===== src/rtl/msrh_l2_req_arbiter.sv =====
`default_nettype none
// +--------------------------------------------------------------------------+
// | Module   : msrh_l2_req_arbiter                                           |
// | Purpose  : Shares one L2 request/response port between REQ_NUM           |
// |            requesters. The winning request is registered toward L2      |
// |            with the requester ID prepended to its tag. Responses are    |
// |            routed back by that ID. Reads in flight are capped at        |
// |            MAX_OUTS per requester.                                      |
// | Ports    : i_clk/i_reset      clock, synchronous active-high reset       |
// |            i_req_*            per-requester request channel (packed)     |
// |            o_req_ready        one-hot (or zero) grant                    |
// |            o_resp_*           routed response, tag with ID stripped      |
// |            i_resp_ready       per-requester response ready               |
// |            o_l2_req_*         registered request toward L2               |
// |            i_l2_req_ready     L2 accepts the registered request          |
// |            i_l2_resp_*        response from L2                           |
// |            o_l2_resp_ready    response ready toward L2                   |
// |            o_err_bad_id       pulse: response carried an unknown ID      |
// | Revision : 1.0  initial release                                          |
// +--------------------------------------------------------------------------+
module msrh_l2_req_arbiter #(
   parameter int REQ_NUM  = 2,
   parameter int TAG_W    = 8,
   parameter int DATA_W   = 64,
   parameter int ADDR_W   = 56,
   parameter int MAX_OUTS = 4,
   localparam int ID_W    = $clog2(REQ_NUM),
   localparam int CMD_W   = 5,
   localparam int BE_W    = DATA_W / 8
) (
   input  logic                               i_clk,
   input  logic                               i_reset,
   input  logic [REQ_NUM-1:0]                 i_req_valid,
   input  logic [REQ_NUM-1:0][CMD_W-1:0]      i_req_cmd,
   input  logic [REQ_NUM-1:0][ADDR_W-1:0]     i_req_addr,
   input  logic [REQ_NUM-1:0][TAG_W-1:0]      i_req_tag,
   input  logic [REQ_NUM-1:0][DATA_W-1:0]     i_req_data,
   input  logic [REQ_NUM-1:0][BE_W-1:0]       i_req_byte_en,
   output logic [REQ_NUM-1:0]                 o_req_ready,
   output logic [REQ_NUM-1:0]                 o_resp_valid,
   output logic [TAG_W-1:0]                   o_resp_tag,
   output logic [DATA_W-1:0]                  o_resp_data,
   input  logic [REQ_NUM-1:0]                 i_resp_ready,
   output logic                               o_l2_req_valid,
   output logic [CMD_W-1:0]                   o_l2_req_cmd,
   output logic [ADDR_W-1:0]                  o_l2_req_addr,
   output logic [ID_W+TAG_W-1:0]              o_l2_req_tag,
   output logic [DATA_W-1:0]                  o_l2_req_data,
   output logic [BE_W-1:0]                    o_l2_req_byte_en,
   input  logic                               i_l2_req_ready,
   input  logic                               i_l2_resp_valid,
   input  logic [ID_W+TAG_W-1:0]              i_l2_resp_tag,
   input  logic [DATA_W-1:0]                  i_l2_resp_data,
   output logic                               o_l2_resp_ready,
   output logic                               o_err_bad_id
);

   localparam int CNT_W = $clog2(MAX_OUTS + 1);

   // mem_cmd_t encoding: M_XRD = 0, M_XWR = 1. Only reads are counted.
   localparam logic [CMD_W-1:0] c_m_xrd = 5'b00000;

   logic                  l2_valid_q;
   logic [CMD_W-1:0]      l2_cmd_q;
   logic [ADDR_W-1:0]     l2_addr_q;
   logic [ID_W+TAG_W-1:0] l2_tag_q;
   logic [DATA_W-1:0]     l2_data_q;
   logic [BE_W-1:0]       l2_be_q;
   logic [ID_W-1:0]       ptr_q;
   logic [ID_W-1:0]       ptr_d;
   logic [CNT_W-1:0]      outs_q [REQ_NUM];
   logic [CNT_W-1:0]      outs_d [REQ_NUM];

   logic                  w_ld;
   logic [REQ_NUM-1:0]    w_elig;
   logic [REQ_NUM-1:0]    w_grant;
   logic [ID_W-1:0]       w_gid;
   logic                  w_found;
   logic                  w_grant_en;
   logic [ID_W:0]         w_scan;
   logic [ID_W-1:0]       w_resp_id;
   logic                  w_id_ok;
   logic                  w_resp_hs;

   // The output register may take a new beat when empty or being drained.
   assign w_ld = !l2_valid_q || i_l2_req_ready;

   // Round-robin scan starting at ptr_q; w_scan carries one extra bit so
   // the wrap past REQ_NUM-1 works for non-power-of-two requester counts.
   always_comb begin
      w_grant = '0;
      w_gid   = '0;
      w_found = 1'b0;
      w_scan  = '0;
      for (int i = 0; i < REQ_NUM; i++) begin
         w_scan = {1'b0, ptr_q} + (ID_W+1)'(i);
         if (w_scan >= (ID_W+1)'(REQ_NUM)) begin
            w_scan = w_scan - (ID_W+1)'(REQ_NUM);
         end
         if (!w_found && w_elig[w_scan[ID_W-1:0]]) begin
            w_found = 1'b1;
            w_gid   = w_scan[ID_W-1:0];
         end
      end
      w_grant_en = w_found && w_ld && !i_reset;
      if (w_grant_en) begin
         w_grant[w_gid] = 1'b1;
      end
   end

   assign o_req_ready = w_grant;
   assign ptr_d       = (w_gid == ID_W'(REQ_NUM - 1)) ? '0 : w_gid + ID_W'(1);

   always_ff @(posedge i_clk) begin
      if (i_reset) begin
         l2_valid_q <= 1'b0;
         ptr_q      <= '0;
      end else begin
         if (w_ld) begin
            l2_valid_q <= w_grant_en;
         end
         if (w_grant_en) begin
            ptr_q <= ptr_d;
         end
      end
   end

   // Payload needs no reset: it is only meaningful while l2_valid_q is set.
   always_ff @(posedge i_clk) begin
      if (w_grant_en) begin
         l2_cmd_q  <= i_req_cmd[w_gid];
         l2_addr_q <= i_req_addr[w_gid];
         l2_tag_q  <= {w_gid, i_req_tag[w_gid]};
         l2_data_q <= i_req_data[w_gid];
         l2_be_q   <= i_req_byte_en[w_gid];
      end
   end

   assign o_l2_req_valid   = l2_valid_q;
   assign o_l2_req_cmd     = l2_cmd_q;
   assign o_l2_req_addr    = l2_addr_q;
   assign o_l2_req_tag     = l2_tag_q;
   assign o_l2_req_data    = l2_data_q;
   assign o_l2_req_byte_en = l2_be_q;

   // Response path: purely combinational, routed by the ID in the tag MSBs.
   assign w_resp_id = i_l2_resp_tag[TAG_W +: ID_W];
   assign w_id_ok   = ({1'b0, w_resp_id} < (ID_W+1)'(REQ_NUM));

   // Unknown IDs are always accepted so a bad response cannot stall L2.
   always_comb begin
      o_l2_resp_ready = 1'b1;
      for (int k = 0; k < REQ_NUM; k++) begin
         if (w_resp_id == ID_W'(k)) begin
            o_l2_resp_ready = i_resp_ready[k];
         end
      end
   end

   assign w_resp_hs    = i_l2_resp_valid && w_id_ok && o_l2_resp_ready;
   assign o_resp_tag   = i_l2_resp_tag[TAG_W-1:0];
   assign o_resp_data  = i_l2_resp_data;
   assign o_err_bad_id = i_l2_resp_valid && !w_id_ok && !i_reset;

   for (genvar k = 0; k < REQ_NUM; k++) begin : g_req
      logic w_inc;
      logic w_dec;

      assign w_elig[k] = i_req_valid[k] &&
                         ((i_req_cmd[k] != c_m_xrd) || (outs_q[k] < CNT_W'(MAX_OUTS)));
      assign o_resp_valid[k] = i_l2_resp_valid && (w_resp_id == ID_W'(k));

      assign w_inc = w_grant[k] && (i_req_cmd[k] == c_m_xrd);
      assign w_dec = w_resp_hs && (w_resp_id == ID_W'(k));

      // Decrement at zero is ignored: a stale response may arrive after reset.
      always_comb begin
         outs_d[k] = outs_q[k];
         if (w_inc && !w_dec) begin
            outs_d[k] = outs_q[k] + CNT_W'(1);
         end else if (w_dec && !w_inc && (outs_q[k] != '0)) begin
            outs_d[k] = outs_q[k] - CNT_W'(1);
         end
      end

      always_ff @(posedge i_clk) begin
         if (i_reset) begin
            outs_q[k] <= '0;
         end else begin
            outs_q[k] <= outs_d[k];
         end
      end
   end

endmodule
`default_nettype wire


===== config.mk =====
export PLATFORM = sky130hd
export DESIGN_NAME = msrh_l2_req_arbiter
export DESIGN_NICKNAME = d
export VERILOG_FILES = /design/src/rtl/msrh_l2_req_arbiter.sv
export SDC_FILE = /design/constraint.sdc
export NUM_CORES = 1
export LEC_CHECK = 0
export BUFFER_PORTS_ARGS = -buffer_cell sky130_fd_sc_hd__clkbuf_2
export CORE_AREA = 2 2 228 230
export DETAILED_ROUTE_END_ITERATION = 12
export DIE_AREA = 0 0 230 232
export HOLD_SLACK_MARGIN = 0.15
export SETUP_SLACK_MARGIN = 0.4
export SYNTH_ARGS = -nofsm -noshare
export SYNTH_HDL_FRONTEND = slang
export SYNTH_SLANG_ARGS = --single-unit
export TNS_END_PERCENT = 20

===== constraint.sdc =====
create_clock -name i_clk -period 29.4 [get_ports i_clk]
set_input_delay 4.41 -clock i_clk [delete_from_list [all_inputs] [get_ports i_clk]]
set_output_delay 4.41 -clock i_clk [all_outputs]
set_load 0.01 [all_outputs]

# Word-level counts from Yosys, hierarchy flattened
# Memories as Yosys holds them, arrays and structs flattened.
# Index checks and enable logic that the tools add are counted.
# op_classes
n_reduce_logical,35
n_mux,34
add_sub_neg,8
bitwise_logic,3
order_cmp,8
# ops
operator,n
$mux W64,2
$mux W56,2
$mux W8,4
$logic_and A1 B1 Y1,19
$mux W3,6
$mux W1,16
$logic_not A5 Y1,2
$mux W5,2
$reduce_bool A5 Y1,2
$logic_not A1 Y1,7
$add A3 B1 Y3 const B,2
$lt A1 B2 Y1 const B,3
$lt A3 B3 Y1 const B,2
$reduce_bool A3 Y1,2
$sub A3 B1 Y3 const B,2
$logic_or A1 B1 Y1,3
$add A1 B1 Y2 const B,1
$ge A1 B2 Y1 const B,1
$ge A2 B2 Y1 const B,1
$mux W2,1
$or A1 B1 Y1,2
$sub A1 B1 Y1 const B,2
$add A1 B1 Y1 const B,1
$demux W1 S1,1
other kinds (2),2
# word_totals
memories,1
mem_bits_rw,6
word_cells,96
output_inout_bits,221
regBits,144
inputBits,363
# memory_table
memory,words,word_bits,read_ports,rd_ports_with_merged_regs,write_ports,line,rtl
outs_q,2,3,2,0,2,71,logic [CNT_W-1:0] outs_q [REQ_NUM];

# Logic depth before layout (Yosys ltp)
# Gate-level depths: netlist of the first run.
# An unclocked memory read counts as a cell.
# depth
word_depth,22
depth_mapped,8
ltp_nobuf,8

# Worst setup path before layout of the first run
# OpenSTA, ideal clock, no wires.
# synth_path
kind,input port to flip-flop
from,input port i_req_cmd[3] in the netlist's numbering
to,"register l2_addr_q[0], in the netlist o_l2_req_addr[0], enable pin"
arrival_ns,14.469
required_ns,28.581
setup_ns,0.819
n_path_buf,0
path_slack_ns,14.112
cell_stages,5
cell_sequence,nor3_1 > and2_1 > a21oi_1 > nor2_1 > nor3_1
# synth_between
elab_chain_len,11
elab_cells_between_ends,13
cone_classes,mux: 6; reduce/logical: 7
# synth_lines
item,line,rtl
start: declaration,34,"input logic [REQ_NUM-1:0][CMD_W-1:0] i_req_cmd,"
$reduce_bool A5 Y1 *,170,((i_req_cmd[k] != c_m_xrd) || (outs_q[k] < CNT_W'(MAX_OUTS)));
$logic_or A1 B1 Y1 *,170,
$logic_and A1 B1 Y1 *,169,assign w_elig[k] = i_req_valid[k] &&
$mux W1 (not written as such) (2 in series),100,if (!w_found && w_elig[w_scan[ID_W-1:0]]) begin
$mux W1,100,
$logic_not A1 Y1,100,
$logic_and A1 B1 Y1,100,
$mux W1 *,100,
$logic_and A1 B1 Y1 * (2 in series),105,w_grant_en = w_found && w_ld && !i_reset;
via w_grant_en,79,logic w_grant_en;
end signal: assignment,132,l2_addr_q <= i_req_addr[w_gid];
end: declaration,65,logic [ADDR_W-1:0] l2_addr_q;
# Mark *: on every way through the listed nets, which the timed path passes. The rest lies on a longest branch. The select of a mux whose other input is x is not followed.
# A chain may end at the register's enable or synchronous reset.

# Worst setup path in the final report of the first run
# layout_path
from,input port i_req_cmd[5] in the netlist's numbering
to,output port o_req_ready[1]
# layout_between
elab_chain_len,14
elab_cells_between_ends,21
cone_classes,order compare: 2; mux: 11; reduce/logical: 8
# layout_lines
item,line,rtl
$reduce_bool A5 Y1 *,170,
$logic_or A1 B1 Y1 *,170,
$logic_and A1 B1 Y1 *,169,
$mux W1 (not written as such) (2 in series),100,
$mux W1,100,
$logic_not A1 Y1,100,
$logic_and A1 B1 Y1,100,
$mux W1,100,
$lt A1 B2 Y1 (not written as such) or $ge A1 B1 Y1 (tied branches),107,w_grant[w_gid] = 1'b1;
$logic_and A1 B1 Y1 (not written as such),107,
$mux W1 (not written as such),107,
$demux W1 S1,107,
$mux W2 *,106,if (w_grant_en) begin
end: declaration,39,"output logic [REQ_NUM-1:0] o_req_ready,"
# Mark *: on every way between the ends. The rest lies on a longest branch, timed or not. The select of a mux whose other input is x is not followed.

==> results of run 1 <==
-- critical path, delay by kind of cell --
kind	cells	cell delay [ns]
compound gates	1	0.19
simple gates	2	0.50
buf+inv	2	0.26
-- where the power goes --
part | switching [mW] | internal [mW]
clock | 0.0973 | 0.118
sequential | 0.00422 | 0.252
combinational | 0.0389 | 0.0453
-- cell usage in the layout (no fill, tap or decap), drive strengths merged, types with 4 or more instances in the layout --
master / instances
nand2: 5
dfxtp: 8
nand3: 4
edfxtp: 142
buf: 5
mux2: 144
nor2: 13
and2: 4
a21oi: 6
clkinv: 4
clkbuf: 455
nor2b: 4
clkinvlp: 4
nor3: 5
inv: 9
-- logic make-up after synthesis --
| logic type | share of synthesized area |
|---|---|
| xor+xnor | 0.001167 |
| fa+ha+maj | 0.005333 |
| buf+inv | 0.09382 |
| compound gates | 0.01433 |
| flops | 0.5892 |
| mux | 0.2581 |
| simple gates | 0.03749 |
| other cells | 0.0004994 |
-- Yosys cell counts, types with 3 or more instances --
| master | number | area share |
|---|---|---|
| a21oi_1 | 6 | 0.0040 |
| and2_1 | 4 | 0.0033 |
| buf_2 | 7 | 0.0047 |
| buf_4 | 73 | 0.073 |
| buf_6 | 9 | 0.013 |
| dfxtp_1 | 8 | 0.021 |
| edfxtp_1 | 142 | 0.57 |
| inv_1 | 3 | 0.0015 |
| mux2_2 | 65 | 0.097 |
| mux2_4 | 79 | 0.16 |
| nand2_1 | 5 | 0.0025 |
| nand2b_1 | 3 | 0.0025 |
| nand3_1 | 4 | 0.0027 |
| nor2_1 | 13 | 0.0065 |
| nor2b_1 | 4 | 0.0033 |
| nor3_1 | 5 | 0.0033 |
| o21ai_0 | 3 | 0.0020 |
| or3_1 | 3 | 0.0025 |
-- state kept, by name, summed over array words and instances, names as in the netlist --
signal / cells
o_l2_req_addr: 56
o_l2_req_byte_en: 8
o_l2_req_cmd: 5
o_l2_req_data: 64
o_l2_req_tag: 9
o_l2_req_valid: 1
outs_q: 6
ptr_q: 1
-- layer usage --
| metal | global-route usage | up-vias | part of all wire |
|---|---|---|---|
| li1 | - | 2405 | - |
| met1 | 0.08236 | 2337 | 0.34 |
| met2 | 0.1552 | 335 | 0.51 |
| met3 | 0.04420 | 56 | 0.11 |
| met4 | 0.05585 | 0 | 0.044 |
| met5 | 0 | - | 0 |
-- through the flow --
stage	instances	cell area (sq um)	power, mW	setup WS [ns]	hold WS (ns)
floorplan	463	7508	0.3185	14.11	0.4729
global placement	1495	9903	0.3454	19.63	0.4866
detailed placement	1495	9903	0.3472	19.61	0.4895
CTS	1527	10470	0.5709	19.61	0.4985
global route	1527	10470	0.5832	19.49	0.5607
finish	1527	10470	0.5556	19.63	0.4986
-- final cells by class --
class / instances / area [sq um]
Clock buffer: 17 / 425.4
Clock inverter: 15 / 143.9
Fill cell: 5453 / 40410
Inverter: 3 / 11.26
Multi-Input combinational cell: 219 / 2387
Sequential cell: 150 / 4424
Tap cell: 680 / 850.8
Timing Repair Buffer: 443 / 2230
-- worst paths after layout --
kind,startpoint,end
setup / recovery,i_req_cmd[5],o_req_ready[1]
setup reg to reg,outs_q[1][2]$_SDFFE_PP0P_,o_l2_req_data[62]$_DFFE_PN_
hold / removal,o_l2_req_valid$_SDFFE_PP0N_,o_l2_req_valid$_SDFFE_PP0N_
hold reg to reg,o_l2_req_valid$_SDFFE_PP0N_,o_l2_req_valid$_SDFFE_PP0N_
==> impl_results.md, run 1 <==
- Max-cap viol count: 0
- Worst-case clock buffer depth: 2
- Min Tclk post-route: 9.767 ns
- Sequential share of the synthesized area: 0.5892
- Max Clock Freq: 102.4 MHz
- Vias in the first global route: 5133
- EDFF count, synth: 142
- Reg clk slew, reported paths: about 0.06 ns
- TritonCTS Buffers: 17
- Setup TNS: 0 ns
- Cell row count: 83
- Reg2Reg Depth: 5
- Gr usage total: 0.08874
- LEAKAGE: 4.536 nW
- Hold crit path type: reg -> reg
- Slew Limit Fails: 0
- Post-cts resize count: 0
- Dpl hpwl: 20100 um
- Synth Instances: roughly 460
- CP max stage cell: nor3_1
- Htree depth: 4
- Outcome: finished clean
- Routability cong.: 0.8026
- Required time of the critical path: 24.99 ns
- TritonCTS clock tree: done
- Hold Path Cell Cnt: 2
- Cell variety after synth: 38
- Yosys warns: 0
- Async set-reset flop share out of synthesis: 0
- Core Area: slightly above 50000 sq um
- Routed Antenna Nets: 0
- CP Cell Sequence: clkbuf_2, nor3_1, a21oi_1, and3_1, clkbuf_2
- Buffers on Ports: 438
- Syn nets: just over 800
- Pwr Density: 53.06 nW/um^2
- Setup Viol. Count Final: 0
- Primary FF master, synth: edfxtp_1
- Most used cell, CP: clkbuf_2
- Root Buffer: clkbuf_16
- Routed length per placed instance: 15.92 um
- Flop2flop setup slack: 26.49 ns
- Setup Skew: ~0.013 ns
- Syn Area/Cell: 16.22 sq um
- CP Capture Type: output port
- Clock latency on the worst-skew pair: 0.46 ns
- Initial antenna violation count: 0
- WL final: roughly 24000 um
- RSZ-0062 raised after global routing: false
- Die X: 230 um
- Via density: 3.361
- Sink Count: 150
- Area Growth Syn to Fin: 39.48%
- Vias: roughly 5100
- Crit path launch type: primary input
- Die Ht: 232 um
- Global-route wire length before repair: ~33000 um
- Worst slew pin tran: 1.023 ns
- DRT Pass-1 Iters: 4
- Drt initial violations: 97
- Flip-flop and latch count after synthesis: 150
- DRC: 0
- Peak supply drop: around 0.030 mV
- Cts hold-fix bufs: 0
- Grt total ovfl: 0
- Peak fanout along the critical path: 4
- Final period util: 0.3322
- # Post-CTS Setup Buffers: 0
- CP arrival: 5.36 ns
- Crit path kind: in -> out
- Fin nets: 1199
- Max-slew headroom: 0.3178
- Fin util: 0.2058
- Mapped cell area: roughly 7500 sq um
- Final Hold Fails: 0
- I/O pin count: 584
- Largest stage delay, worst path: 0.31 ns
- ANT cells: 0
- Initial Utilization: 0.1476
- Largest net degree at the start of global routing: 64
- Die area: 53360 sq um
- Layout cells sized above 1: 0.7344
(Power assumes the default switching activity.)
==> run 2: changes to the inputs <==
- ABC_AREA: unset -> 1
- CORE_AREA: 2 2 228 230 -> 2 2 225 227
- DIE_AREA: 0 0 230 232 -> 0 0 227 229
- clock period: 29.4 -> 9.1 ns (I/O delays scaled with it)
==> impl_results.md, run 2 <==
- I/O pin count: 584 (unchanged)
- Peak supply drop: 0.07910 mV (+170%)
- Syn nets: 1128 (+36%)
- Sink Count: 150 (unchanged)
- Area Growth Syn to Fin: 40.93%
- RSZ-0062 raised after global routing: false
- Required time of the critical path: 7.74 ns (-17.25 ns)
- DRT Pass-1 Iters: 4 (unchanged)
- Sw Ratio: 0.2622 (+0.009590)
- Gr usage total: 0.1157 (+0.02700)
- Combinational share of power: 0.148 (-0.003)
- Synth top cells by count: nand2_1 (433), edfxtp_1 (142), buf_4 (75)
- Fin util: 0.2043 (-0.001510)
- Placed Instances: 1773 (+19%)
- Synth area leader: edfxtp_1
- Primary FF master, synth: edfxtp_1
- LEAKAGE: 4.987 nW (+9.9%)
- Reg clk slew, reported paths: 0.07 ns (about the same)
- Area contributors post-synth: edfxtp_1 (59%), nand2_1 (23%), buf_4 (7.8%)
- Die X: 227 um (-1.3%)
- CP Launch Point: i_req_cmd[7]
- Setup Viol. Count Final: 0 (unchanged)
- WL final: 31460 um (+29%)
- Pint: 1.353 mW (+230%)
- CP Capture Point: o_req_ready[0]
- Cts hold-fix bufs: 0 (unchanged)
- Hold_ws: 0.5135 ns (+0.01485 ns)
- Post-cts resize count: 0 (unchanged)
- Hold Path Cell Cnt: 2 (unchanged)
- Pwr Density: 180.8 nW/um^2 (+240%)
- Initial antenna violation count: 2 (+2)
- Core Area: 49660 sq um (-2.4%)
- Setup TNS: 0 ns (unchanged)
- Slew Limit Fails: 0 (unchanged)
- Largest net degree at the start of global routing: 88 (+38%)
- Switching pwr: 481.0 uW (+240%)
- R2R Path End: o_l2_req_data[21]$_DFFE_PN_
- Root Buffer: clkbuf_16
- Syn Area/Cell: 9.434 sq um (-42%)
- Sequential share of the synthesized area: 0.6146 (+0.02540)
- Outcome: finished clean
- Min Tclk post-route: 4.405 ns
- Drt initial violations: 209 (+120%)
- Worst slew pin tran: 0.9006 ns (-0.1226 ns)
- Dpl hpwl: 26140 um (+30%)
- Flip-flop and latch count after synthesis: 150 (unchanged)
- Max Clock Freq: 227.0 MHz
- Worst-case clock buffer depth: 2 (unchanged)
- Yosys warns: 0 (unchanged)
- EDFF count, synth: 142 (unchanged)
- Clock latency on the worst-skew pair: 0.46 ns (about the same)
- Vias: 6320 (+23%)
- Reg2Reg Depth: 7 (+2)
- Synth Instances: 763 (+65%)
- Max FFs per register: 64 (unchanged)
- Setup Skew: 0.01662 ns (+0.004070 ns)
- Final Hold Fails: 0 (unchanged)
- Grt total ovfl: 0 (unchanged)
- Cell row count: 82 (-1.2%)
- Crit path kind: in -> out
- Initial Utilization: 0.1450 (-0.002598)
- Most frequent cells in the layout: clkbuf_2 (438), nand2_1 (433), edfxtp_1 (142)
- Crit path launch type: primary input
- Max-cap viol count: 0 (unchanged)
- Flop2flop setup slack: 6.32 ns (-20.17 ns)
- Die area: 51980 sq um (-2.6%)
- Async set-reset flop share out of synthesis: 0 (unchanged)
- Part of the power in the clock network: 0.397 (+0.010)
- Cell variety after synth: 27 (-29%)
- Htree depth: 4 (unchanged)
- Mapped cell area: 7198 sq um (-4.1%)
- Routed length per placed instance: 17.44 um (+9.6%)
- Synth top area share: 0.5924 (+0.02448)
- Register share of total power: 0.455 (-0.006)
- Final period util: 0.4841
- Count leader, synth: nand2_1
- Overall power: 1.834 mW (+230%)
- TritonCTS Buffers: 17 (unchanged)
- Hold crit path type: reg -> reg
- Die Ht: 229 um (-1.3%)
- CP arrival: 3.04 ns (-2.32 ns)
- TritonCTS clock tree: done
- Peak fanout along the critical path: 76 (+72)
- Commonest non-fill, non-tap cell in the layout: clkbuf_2
- Global-route wire length before repair: 40590 um (+25%)
- Layout cells sized above 1: 0.4302 (-0.3041)
- Fin nets: 1485 (+24%)
- Buffers on Ports: 438 (unchanged)
- # Post-CTS Setup Buffers: 0 (unchanged)
- FF-to-FF Start: outs_q[0][2]$_SDFFE_PP0P_
- Max-slew headroom: 0.3996 (+0.08175)
- Routability cong.: 0.9727 (+21%)
- Fill cells: 5571 (+2.2%)
- Via density: 3.503 (+4.2%)
- Routed Antenna Nets: 0 (unchanged)
- Vias in the first global route: 6087 (+19%)
- DRC: 0 (unchanged)
- ANT cells: 0 (unchanged)
- Post-Layout Cell Count: 1804 (+18%)
- CP Capture Type: output port
[run 2: cell types whose count changed after synthesis, sizes merged, moves of 5 or more]
cell / change
buf: +8
inv: +18
mux2: -143
nand2: +432
nand3: +5
nor2: +10
[run 2: logic make-up (layout without fill, tap and decap cells)]
group | after synthesis | in the layout | synth area share
multiplexers | 1 | 1 | 0.001564
flip-flops | 150 | 150 | 0.6146
AND/OR/NAND/NOR | 476 | 476 | 0.2620
other | 1 | 1 | 0.0005210
AO/OA/AOI/OAI | 9 | 9 | 0.006606
adder cells (fa/ha/maj) | 2 | 2 | 0.005563
buffers and inverters | 124 | 493 | 0.1092
[run 2: final cells by class]
type / count / area [sq um] / share of cell area
Clock buffer: 19 / 432.9 / 0.04267
Clock inverter: 12 / 155.1 / 0.01529
Inverter: 21 / 88.84 / 0.008757
Multi-Input combinational cell: 489 / 1988 / 0.1960
Sequential cell: 150 / 4424 / 0.4361
Tap cell: 672 / 840.8 / 0.08288
Timing Repair Buffer: 441 / 2215 / 0.2183
[run 2: worst min-delay path by stage]
stage | start | endpoint | slack (ns)
floorplan | ptr_q$_SDFFE_PP0N_ | ptr_q$_SDFFE_PP0N_ | 0.46
global placement | ptr_q$_SDFFE_PP0N_ | ptr_q$_SDFFE_PP0N_ | 0.51
detailed placement | ptr_q$_SDFFE_PP0N_ | ptr_q$_SDFFE_PP0N_ | 0.50
CTS | ptr_q$_SDFFE_PP0N_ | ptr_q$_SDFFE_PP0N_ | 0.51
global route | ptr_q$_SDFFE_PP0N_ | ptr_q$_SDFFE_PP0N_ | 0.53
finish | ptr_q$_SDFFE_PP0N_ | ptr_q$_SDFFE_PP0N_ | 0.51
[run 2: worst max-delay path, cell delays in order]
cell,delay [ns]
clkbuf_2,0.11
nor2_1,0.19
nand3_2,0.12
nor2_2,0.12
nor2_2,0.07
nand2_8,0.33
inv_6,0.27
nor2_8,0.18
clkbuf_2,0.15
[run 2: power groups by stage]
stage	registers, mW	clock network [mW]	logic [mW]
5_1_grt	0.839	0.779	0.303
2_1_floorplan	0.876	0	0.133
3_3_place_gp	0.849	0	0.274
3_5_place_dp	0.850	0	0.276
4_1_cts	0.836	0.760	0.278
6_report	0.835	0.728	0.271
[run 2: through the flow]
stage	setup WS, ns	instance area [sq um]
2_1_floorplan	4.043	7198
3_5_place_dp	4.683	9557
5_1_grt	4.578	10140
6_report	4.695	10140
4_1_cts	4.685	10140
3_3_place_gp	4.745	9557
[run 2: metal layers]
metal  vias to the layer above  GRT usage  part of all wire
met5                         -          0           0.00029
met4                         2    0.09988             0.084
met3                        89    0.05696              0.12
met2                       366     0.2099              0.50
met1                      2793    0.08959              0.30
li1                       3070          -                 -
